## config.mk

```make
export PLATFORM = sky130hd
export DESIGN_NAME = peripheral_mpi_noc_packet_buffer_flat
export DESIGN_NICKNAME = d
export VERILOG_FILES = /design/src/rtl/peripheral_mpi_pkg.sv /design/src/rtl/peripheral_mpi_noc_packet_buffer_if.sv /design/src/rtl/peripheral_mpi_fifo_ram.sv /design/src/rtl/peripheral_mpi_noc_packet_buffer.sv /design/src/flat_wrapper.sv
export SDC_FILE = /design/constraint.sdc
export NUM_CORES = 1
export LEC_CHECK = 0
export BUFFER_PORTS_ARGS = -buffer_cell sky130_fd_sc_hd__buf_2
export CAP_MARGIN = 20
export CORE_ASPECT_RATIO = 1.25
export CORE_MARGIN = 2
export CORE_UTILIZATION = 40
export CTS_CLUSTER_DIAMETER = 150
export DETAILED_ROUTE_END_ITERATION = 7
export PLACE_DENSITY = 0.6
export REMOVE_ABC_BUFFERS = 1
export SLEW_MARGIN = 20
export SYNTH_ARGS = -nofsm -noshare
export SYNTH_HDL_FRONTEND = slang
export SYNTH_SLANG_ARGS = --single-unit
```

## constraint.sdc

```tcl
create_clock -name clk -period 4.11 [get_ports clk]
set_input_delay 0.2055 -clock clk [delete_from_list [all_inputs] [get_ports clk]]
set_output_delay 0.2055 -clock clk [all_outputs]
set_load 0.05 [all_outputs]
```

## src/rtl/peripheral_mpi_pkg.sv

```systemverilog
// Shared definitions for the MPI peripheral NoC path: flit entry layout and
// pointer sizing for the store-and-forward packet buffer.
package peripheral_mpi_pkg;

   localparam int NOC_FLIT_WIDTH_DEF = 32;
   localparam int DEPTH_DEF          = 16;

   // Pointers carry one extra wrap bit so full and empty can be told apart.
   function automatic int ptr_width(input int depth);
      return $clog2(depth) + 1;
   endfunction

   localparam int PTR_W_DEF = ptr_width(DEPTH_DEF);

   // One stored entry: end-of-packet marker above the flit payload.
   typedef struct packed {
      logic                          last;
      logic [NOC_FLIT_WIDTH_DEF-1:0] flit;
   } flit_entry_t;

   localparam int ENTRY_W_DEF = $bits(flit_entry_t);

endpackage

```

## src/rtl/peripheral_mpi_noc_packet_buffer_if.sv

```systemverilog
// One NoC flit channel. The master drives flit/last/valid, the slave drives
// ready. Handshake: a flit transfers on a rising edge where valid && ready;
// once valid is high, flit and last stay stable until that transfer.
interface peripheral_mpi_noc_packet_buffer_if #(
   parameter int NOC_FLIT_WIDTH = 32
);
   logic [NOC_FLIT_WIDTH-1:0] flit;
   logic                      last;
   logic                      valid;
   logic                      ready;

   modport master (output flit, output last, output valid, input  ready);
   modport slave  (input  flit, input  last, input  valid, output ready);
endinterface

```

## src/rtl/peripheral_mpi_fifo_ram.sv

```systemverilog
// Register-array storage for the packet buffer: one synchronous write port,
// one asynchronous read port. Contents are deliberately not reset.
module peripheral_mpi_fifo_ram
   import peripheral_mpi_pkg::*;
#(
   parameter  int DATA_W = 33,
   parameter  int DEPTH  = 16,
   localparam int AW     = ptr_width(DEPTH) - 1
) (
   input  logic              clk,
   input  logic              i_we,
   input  logic [AW-1:0]     i_waddr,
   input  logic [DATA_W-1:0] i_wdata,
   input  logic [AW-1:0]     i_raddr,
   output logic [DATA_W-1:0] o_rdata
);

   logic [DATA_W-1:0] r_mem [DEPTH];

   // Store the incoming entry at the write address.
   always_ff @(posedge clk) begin
      if (i_we) begin
         r_mem[i_waddr] <= i_wdata;
      end
   end

   assign o_rdata = r_mem[i_raddr];

endmodule

```

## src/rtl/peripheral_mpi_noc_packet_buffer.sv

```systemverilog
// Store-and-forward packet buffer between the MPI endpoint and the router's
// local input. A packet is offered only once its last flit is stored; a
// packet that fills the buffer without ending switches to cut-through so
// the link cannot deadlock.
module peripheral_mpi_noc_packet_buffer
   import peripheral_mpi_pkg::*;
#(
   parameter int NOC_FLIT_WIDTH = 32,
   parameter int DEPTH          = 16
) (
   input  logic                         clk,
   input  logic                         rst,
   peripheral_mpi_noc_packet_buffer_if.slave  noc_in,
   peripheral_mpi_noc_packet_buffer_if.master noc_out,
   output logic [$clog2(DEPTH+1)-1:0]   pkt_count,
   output logic                         oversize
);

   localparam int PW = ptr_width(DEPTH);
   localparam int AW = PW - 1;
   localparam int CW = $clog2(DEPTH + 1);
   localparam int EW = NOC_FLIT_WIDTH + 1;

   logic [PW-1:0] r_wr_ptr;
   logic [PW-1:0] r_rd_ptr;
   logic [CW-1:0] r_pkt_count;
   logic          r_cut_through;

   logic          w_empty;
   logic          w_full;
   logic          w_wr;
   logic          w_rd;
   logic          w_pkt_in;
   logic          w_pkt_out;
   logic          w_start_cut;
   logic          w_out_valid;
   logic [EW-1:0] w_wr_entry;
   logic [EW-1:0] w_rd_entry;

   // Occupancy flags, handshakes and the packet-boundary events.
   always_comb begin
      w_empty     = (r_wr_ptr == r_rd_ptr);
      w_full      = (r_wr_ptr[PW-1] != r_rd_ptr[PW-1]) &&
                    (r_wr_ptr[AW-1:0] == r_rd_ptr[AW-1:0]);
      // A full buffer holding no complete packet can only drain by
      // forwarding the partial packet it holds.
      w_start_cut = w_full && (r_pkt_count == '0) && !r_cut_through;
      w_out_valid = !w_empty && ((r_pkt_count != '0) || w_full || r_cut_through);
      w_wr        = noc_in.valid && !w_full;
      w_rd        = w_out_valid && noc_out.ready;
      w_pkt_in    = w_wr && noc_in.last;
      w_pkt_out   = w_rd && w_rd_entry[NOC_FLIT_WIDTH];
      w_wr_entry  = {noc_in.last, noc_in.flit};
   end

   peripheral_mpi_fifo_ram #(
      .DATA_W (EW),
      .DEPTH  (DEPTH)
   ) u_ram (
      .clk     (clk),
      .i_we    (w_wr),
      .i_waddr (r_wr_ptr[AW-1:0]),
      .i_wdata (w_wr_entry),
      .i_raddr (r_rd_ptr[AW-1:0]),
      .o_rdata (w_rd_entry)
   );

   // Advance pointers on each accepted write and each completed read.
   always_ff @(posedge clk) begin
      if (rst) begin
         r_wr_ptr <= '0;
         r_rd_ptr <= '0;
      end else begin
         if (w_wr) begin
            r_wr_ptr <= r_wr_ptr + PW'(1);
         end
         if (w_rd) begin
            r_rd_ptr <= r_rd_ptr + PW'(1);
         end
      end
   end

   // Count complete packets held; a simultaneous in and out cancel.
   always_ff @(posedge clk) begin
      if (rst) begin
         r_pkt_count <= '0;
      end else begin
         case ({w_pkt_in, w_pkt_out})
            2'b10:   r_pkt_count <= r_pkt_count + CW'(1);
            2'b01:   r_pkt_count <= r_pkt_count - CW'(1);
            default: r_pkt_count <= r_pkt_count;
         endcase
      end
   end

   // Cut-through mode lasts until the oversized packet's last flit leaves.
   always_ff @(posedge clk) begin
      if (rst) begin
         r_cut_through <= 1'b0;
      end else if (w_start_cut) begin
         r_cut_through <= 1'b1;
      end else if (w_pkt_out) begin
         r_cut_through <= 1'b0;
      end
   end

   assign noc_in.ready  = !w_full;
   assign noc_out.valid = w_out_valid;
   assign noc_out.flit  = w_rd_entry[NOC_FLIT_WIDTH-1:0];
   assign noc_out.last  = w_rd_entry[NOC_FLIT_WIDTH];
   assign pkt_count     = r_pkt_count;
   assign oversize      = w_start_cut;

endmodule
```

## src/flat_wrapper.sv

```systemverilog
// flat-port wrapper written by rule: the top's interface ports become plain ports
module peripheral_mpi_noc_packet_buffer_flat import peripheral_mpi_pkg::*;
#(
   parameter int NOC_FLIT_WIDTH = 32,
   parameter int DEPTH          = 16
)
  (clk, rst, pkt_count, oversize, noc_in_flit, noc_in_last, noc_in_valid, noc_in_ready, noc_out_flit, noc_out_last, noc_out_valid, noc_out_ready);
  peripheral_mpi_noc_packet_buffer_if #(.NOC_FLIT_WIDTH(NOC_FLIT_WIDTH)) noc_in_i ();
  peripheral_mpi_noc_packet_buffer_if #(.NOC_FLIT_WIDTH(NOC_FLIT_WIDTH)) noc_out_i ();
  input  logic clk;
  input  logic rst;
  output logic [$clog2(DEPTH+1)-1:0] pkt_count;
  output logic oversize;
  input wire logic [$bits(noc_in_i.flit)-1:0] noc_in_flit;
  input wire logic [$bits(noc_in_i.last)-1:0] noc_in_last;
  input wire logic [$bits(noc_in_i.valid)-1:0] noc_in_valid;
  output wire logic [$bits(noc_in_i.ready)-1:0] noc_in_ready;
  output wire logic [$bits(noc_out_i.flit)-1:0] noc_out_flit;
  output wire logic [$bits(noc_out_i.last)-1:0] noc_out_last;
  output wire logic [$bits(noc_out_i.valid)-1:0] noc_out_valid;
  input wire logic [$bits(noc_out_i.ready)-1:0] noc_out_ready;
  assign noc_in_i.flit = noc_in_flit;
  assign noc_in_i.last = noc_in_last;
  assign noc_in_i.valid = noc_in_valid;
  assign noc_in_ready = noc_in_i.ready;
  assign noc_out_flit = noc_out_i.flit;
  assign noc_out_last = noc_out_i.last;
  assign noc_out_valid = noc_out_i.valid;
  assign noc_out_i.ready = noc_out_ready;
  peripheral_mpi_noc_packet_buffer #(.NOC_FLIT_WIDTH(NOC_FLIT_WIDTH), .DEPTH(DEPTH)) u_core (.clk(clk), .rst(rst), .noc_in(noc_in_i), .noc_out(noc_out_i), .pkt_count(pkt_count), .oversize(oversize));
endmodule
```

== After elaboration in Yosys (flattened, before gate mapping) ==
Memory sizes are Yosys's and may differ from the RTL's. A register that Yosys moved wholly into a read port is not among the register bits.
Cells that the tools add are included.

* Logic and storage cells: 38
* Flip-flop bits (word level): 16
* RAM bits: 528
* Memories: 1

* Reduce and logical (&&, ||, !) cells: 17
* Equal/unequal tests: 5
* Add/subtract/negate cells: 4
* Mux-type cells: 7

{| class="wikitable"
|+ Memory list
! memory !! depth !! width !! read ports !! clocked after Yosys merged registers in !! write ports !! line !! text
|-
| u_core.u_ram.r_mem || 16 || 33 || 1 || 1 || 1 || peripheral_mpi_fifo_ram.sv:18 || <nowiki>logic [DATA_W-1:0] r_mem [DEPTH];</nowiki>
|}

{| class="wikitable"
|+ Operator list
! kind !! number
|-
| $add 5x1->5 const B || 3
|-
| $pmux 5 s2 || 1
|-
| $logic_and 1x1->1 || 8
|-
| $mux 4 || 2
|-
| $eq 5x5->1 || 1
|-
| $logic_not 5->1 || 1
|-
| $reduce_bool 5->1 || 1
|-
| $sub 5x1->5 const B || 1
|-
| $eq 4x4->1 || 1
|-
| $mux 1 || 4
|-
| $reduce_bool 2->1 || 2
|-
| $logic_not 1->1 || 3
|-
| $eq 2x1->1 const B || 1
|-
| $eq 2x2->1 const B || 1
|-
| $logic_or 1x1->1 || 2
|-
| $ne 1x1->1 || 1
|}

== Longest topological paths before layout ==
* Word-level depth: 9
* Depth in mapped cells: 13
* Depth with buffers taken out: 12

== Modules after synthesis ==
Synthesis repeated with hierarchy kept, for this count alone.

* Cells, all modules: 955
* Area, all modules: 21104.0 um2

{| class="wikitable"
|+ Modules (own cells, without submodules)
! module !! cells each !! area each (um2) !! sequential area each (um2) !! instances
|-
| peripheral_mpi_fifo_ram || 831 || 19970.4 || 15855.2 || 1
|-
| peripheral_mpi_noc_packet_buffer || 124 || 1133.6 || 320.3 || 1
|}

== Least setup slack after synthesis ==
OpenSTA, ideal clock, no wires.

* Kind: reg-to-reg
* Start point: register u_core.r_wr_ptr[2]
* End point: memory u_core.u_ram.r_mem[0][0] (enable)
* Period minus slack after synthesis: 3.865 ns
* Arrival time: 3.401 ns
* Cell stages (with the launch flop): 7
* Path slack: 0.245 ns
* Path through: dfxtp_1 -> buf_2 -> xnor2_1 -> nand4_2 -> o21a_1 -> nand2_1 -> nor3_1

* Longest elaborated chain between the ends: 6

{| class="wikitable"
|+ RTL lines
! element !! line !! text
|-
| start, declared || peripheral_mpi_noc_packet_buffer.sv:24 || <nowiki>logic [PW-1:0] r_wr_ptr;</nowiki>
|-
| start signal, assigned || peripheral_mpi_noc_packet_buffer.sv:75 || <nowiki>r_wr_ptr <= r_wr_ptr + PW'(1);</nowiki>
|-
| $eq 4x4->1 || peripheral_mpi_noc_packet_buffer.sv:44 || <nowiki>(r_wr_ptr[AW-1:0] == r_rd_ptr[AW-1:0]);</nowiki>
|-
| $logic_and 1x1->1 || peripheral_mpi_noc_packet_buffer.sv:43 || <nowiki>w_full = (r_wr_ptr[PW-1] != r_rd_ptr[PW-1]) &&</nowiki>
|-
| $logic_not 1->1 || peripheral_mpi_noc_packet_buffer.sv:49 || <nowiki>w_wr = noc_in.valid && !w_full;</nowiki>
|-
| $logic_and 1x1->1 || peripheral_mpi_noc_packet_buffer.sv:49 ||
|-
| $mux 1 || peripheral_mpi_fifo_ram.sv:22 || <nowiki>if (i_we) begin</nowiki>
|-
| $mux 1 (implied by the code) || peripheral_mpi_fifo_ram.sv:23 || <nowiki>r_mem[i_waddr] <= i_wdata;</nowiki>
|-
| end, declared || peripheral_mpi_fifo_ram.sv:18 ||
|}

Parallel ways exist; a longest one is shown, timed or not.

==> results_dict.tcl <==
set metrics [dict create \
    dieArea_sq_um 55200 \
    die_h_um 262 \
    cts_setup_buffers 0 \
    reg2reg_depth 11 \
    p_total_mw 11.7 \
    arrival_ns 3.26 \
    clock_sinks 548 \
    grt_usage_pct 16.6 \
    worstMarginPinSlew_ns 1.05 \
    critPathMaxFanout 56 \
    cp_slowest_stage_delay_ns 0.83 \
    fmax_mhz 289 \
    drc 0 \
    crit_slowest_cell "buf_4" \
    place_congestion 0.686 \
    power.share.switching_pct 20.8 \
    fin_crit_sh_pct 84.3 \
    placed_area_sq_um 22600 \
    slew_headroom_pct 29.9 \
    worstSetupStartpointType "register" \
    dp_slack_ns 0.779 \
    synth_edf_count 528 \
    drv_cap 0 \
    synthesis.area_sq_um 21300 \
    area_delta_synth_final_pct 14.8 \
    netlist_instances 874 \
    drt_iter0_markers 892 \
    p_leak_nw 7.72 \
    io_buffers 77 \
    coreArea_sq_um 52700 \
    vias 9500 \
    fin_nets 1049 \
    drt_wl_total_um 45200 \
    crit_family "multiplexers" \
    clkTransAtPathRegs_ns 0.06 \
    rsz0062_at_grt "false" \
    antenna_found_initial 2 \
    drv_slew 0 \
    p_seq_share_pct 53.1 \
    synth_async_sr_flop_share_pct 0 \
    p_clk_share_pct 41.1 \
    vias_per_cell 5.53 \
    switching_power_mw 2.43 \
    end_kind "primary output" \
    required_ns 3.90 \
    synth_ff_type "edfxtp_1" \
    cts_root_buf "clkbuf_16" \
    hold_viol 0 \
    fin_ws_ns 0.645 \
    die_w_um 211 \
    dp_hpwl_um 22100 \
    setup_viol 0 \
    cellPowerDensity_nw_per_um2 477 \
    std_cell_rows 94 \
    dp.cells 1605 \
    internal_power_mw 9.27 \
    syn_area_per_cell_sq_um 24.4 \
    io_pins 78 \
    ys_seq_area_share_pct 76.1 \
    ir_drop_v 0.000283 \
    ant_nets 0 \
    fin_skew_ns 0.0115 \
    finalCriticalPeriod_ns 3.47 \
    cp.depth 4 \
    start_util_pct 40.5 \
    cts_tree "done" \
    h-tree-depth 2 \
    final_area_sq_um 24500 \
    synth.ff_latch_count 548 \
    outcome "complete, no violations" \
    hold_path_class "in -> reg" \
    hold_depth 1 \
    cts_buffer_depth 3 \
    cts_buffers 51 \
    final_cells 1718 \
    first_global_vias 9999 \
    path_cells "buf_4, mux4_1, mux4_2, buf_2" \
    grt_pass1_wl_um 66700 \
    p_comb_share_pct 5.8 \
    first_pass_iters 5 \
    overflow 0 \
    holdWs_ns 0.0239 \
    cts_hold_buf 16 \
    drive_gt1_share_pct 26.1 \
    critical_path_class "reg -> out" \
    synth_cell_types 35 \
    path_buf_inv 2 \
    postCtsResizedCells 0 \
    ys_warn_count 0 \
    insertion_delay_ns 0.56 \
    grt_max_degree 129 \
    routedWlPerCell_um 26.3 \
]
## kinds of logic after synthesis
kind of cell / Yosys count / share of synthesized area, %
compound gates: 21 / 0.557
flops: 548 / 76.1
buf+inv: 54 / 1.68
xor+xnor: 12 / 0.492
mux: 172 / 19.3
fa+ha+maj: 10 / 0.621
simple gates: 57 / 1.22
## final timing paths
check,slack [ns],end,startpoint
max,0.64,noc_out_flit[23],register
min,0.02,u_core.u_ram.r_mem[1][29],noc_in_flit[29]
max reg2reg,0.74,u_core.pkt_count[4],u_core.r_wr_ptr[2]
min reg2reg,0.48,u_core.r_cut_through,u_core.r_cut_through
## power groups by stage
stage / clock (mW) / combinational [mW] / sequential [mW]
after floorplan: 0 / 0.422 / 6.38
after global placement: 0 / 0.670 / 6.33
after detailed placement: 0 / 0.680 / 6.34
after CTS: 4.90 / 0.693 / 6.22
after global routing: 5.13 / 0.725 / 6.22
final: 4.80 / 0.680 / 6.22
## cell type report
cell class	instances	area (sq um)
Multi-Input combinational cell	272	4840
Inverter	12	45.0
Antenna cell	2	5.00
Sequential cell	548	16300
Tap cell	672	841
Clock inverter	23	265
Clock buffer	72	1450
Timing Repair Buffer	117	801
Fill cell	4290	28200
## Yosys cell counts, drive strengths merged, types with 2 or more instances
cell type / n / share of area, %
nor2: 31 / 0.55
nor2b: 2 / 0.059
mux2i: 7 / 0.35
inv: 12 / 0.21
a21oi: 9 / 0.21
nand2: 7 / 0.12
mux4: 164 / 19
and3: 3 / 0.088
edfxtp: 528 / 74
nor3: 5 / 0.12
xor2: 5 / 0.21
nand3: 2 / 0.047
dfxtp: 20 / 1.9
clkbuf: 19 / 0.33
nand2b: 2 / 0.059
o211ai: 2 / 0.070
or3: 3 / 0.088
ha: 9 / 0.53
xnor2: 7 / 0.29
buf: 23 / 1.1
o21ai: 6 / 0.14
## routing by layer
metal | share of wire [%] | routed length, um | up-vias | global-route usage (%)
met3 | 4.6 | 2090 | 59 | 2.25
met4 | 1.6 | 741 | 2 | 3.86
li1 | - | - | 4063 | -
met5 | 0.029 | 13 | - | 0
met1 | 44 | 19700 | 5128 | 23.2
met2 | 50 | 22700 | 248 | 27.8
## worst reg2reg max path, delay by kind of cell, from the launching register on
family / cells / cell delay [ns]
AO/OA/AOI/OAI: 3 / 0.47
multiplexers: 1 / 0.53
AND/OR/NAND/NOR: 4 / 0.97
flip-flops: 1 / 0.57
adder cells (fa/ha/maj): 2 / 0.58
XOR/XNOR: 1 / 0.19
## sequential cells by signal, summed over array words and instances, names as in the netlist, named ones only
register              count
u_core.u_ram.r_mem      528
u_core.pkt_count          5
u_core.r_rd_ptr           5
u_core.r_wr_ptr           5
u_core.r_cut_through      1
## metrics by stage
| step | TNS (ns) | utilization, % |
|---|---|---|
| 2_1_floorplan | -75.43 | - |
| 3_5_place_dp | 0 | 42.9 |
| 5_1_grt | 0 | 46.5 |
| 4_1_cts | 0 | 46.5 |
| 6_report | 0 | 46.5 |
| 3_3_place_gp | 0 | 42.9 |
## layout by cell type, fill, tap and decap left out, drive strengths merged, types with 2 or more instances in the layout
cell type and n:
xor2 5, nand2 7, nor2b 2, nor2 31, and3 3, nor3 5
or3 3, inv 12, o211ai 2, clkinv 15, nand3 2, mux4 164
nand2b 2, diode 2, dlygate4sd3 16, ha 9, edfxtp 528, buf 101
clkinvlp 2, dfxtp 20, mux2i 7, clkbuf 72, a21oi 9, o21ai 6
xnor2 7, bufinv 6
Power figures use the tool's default switching activity.
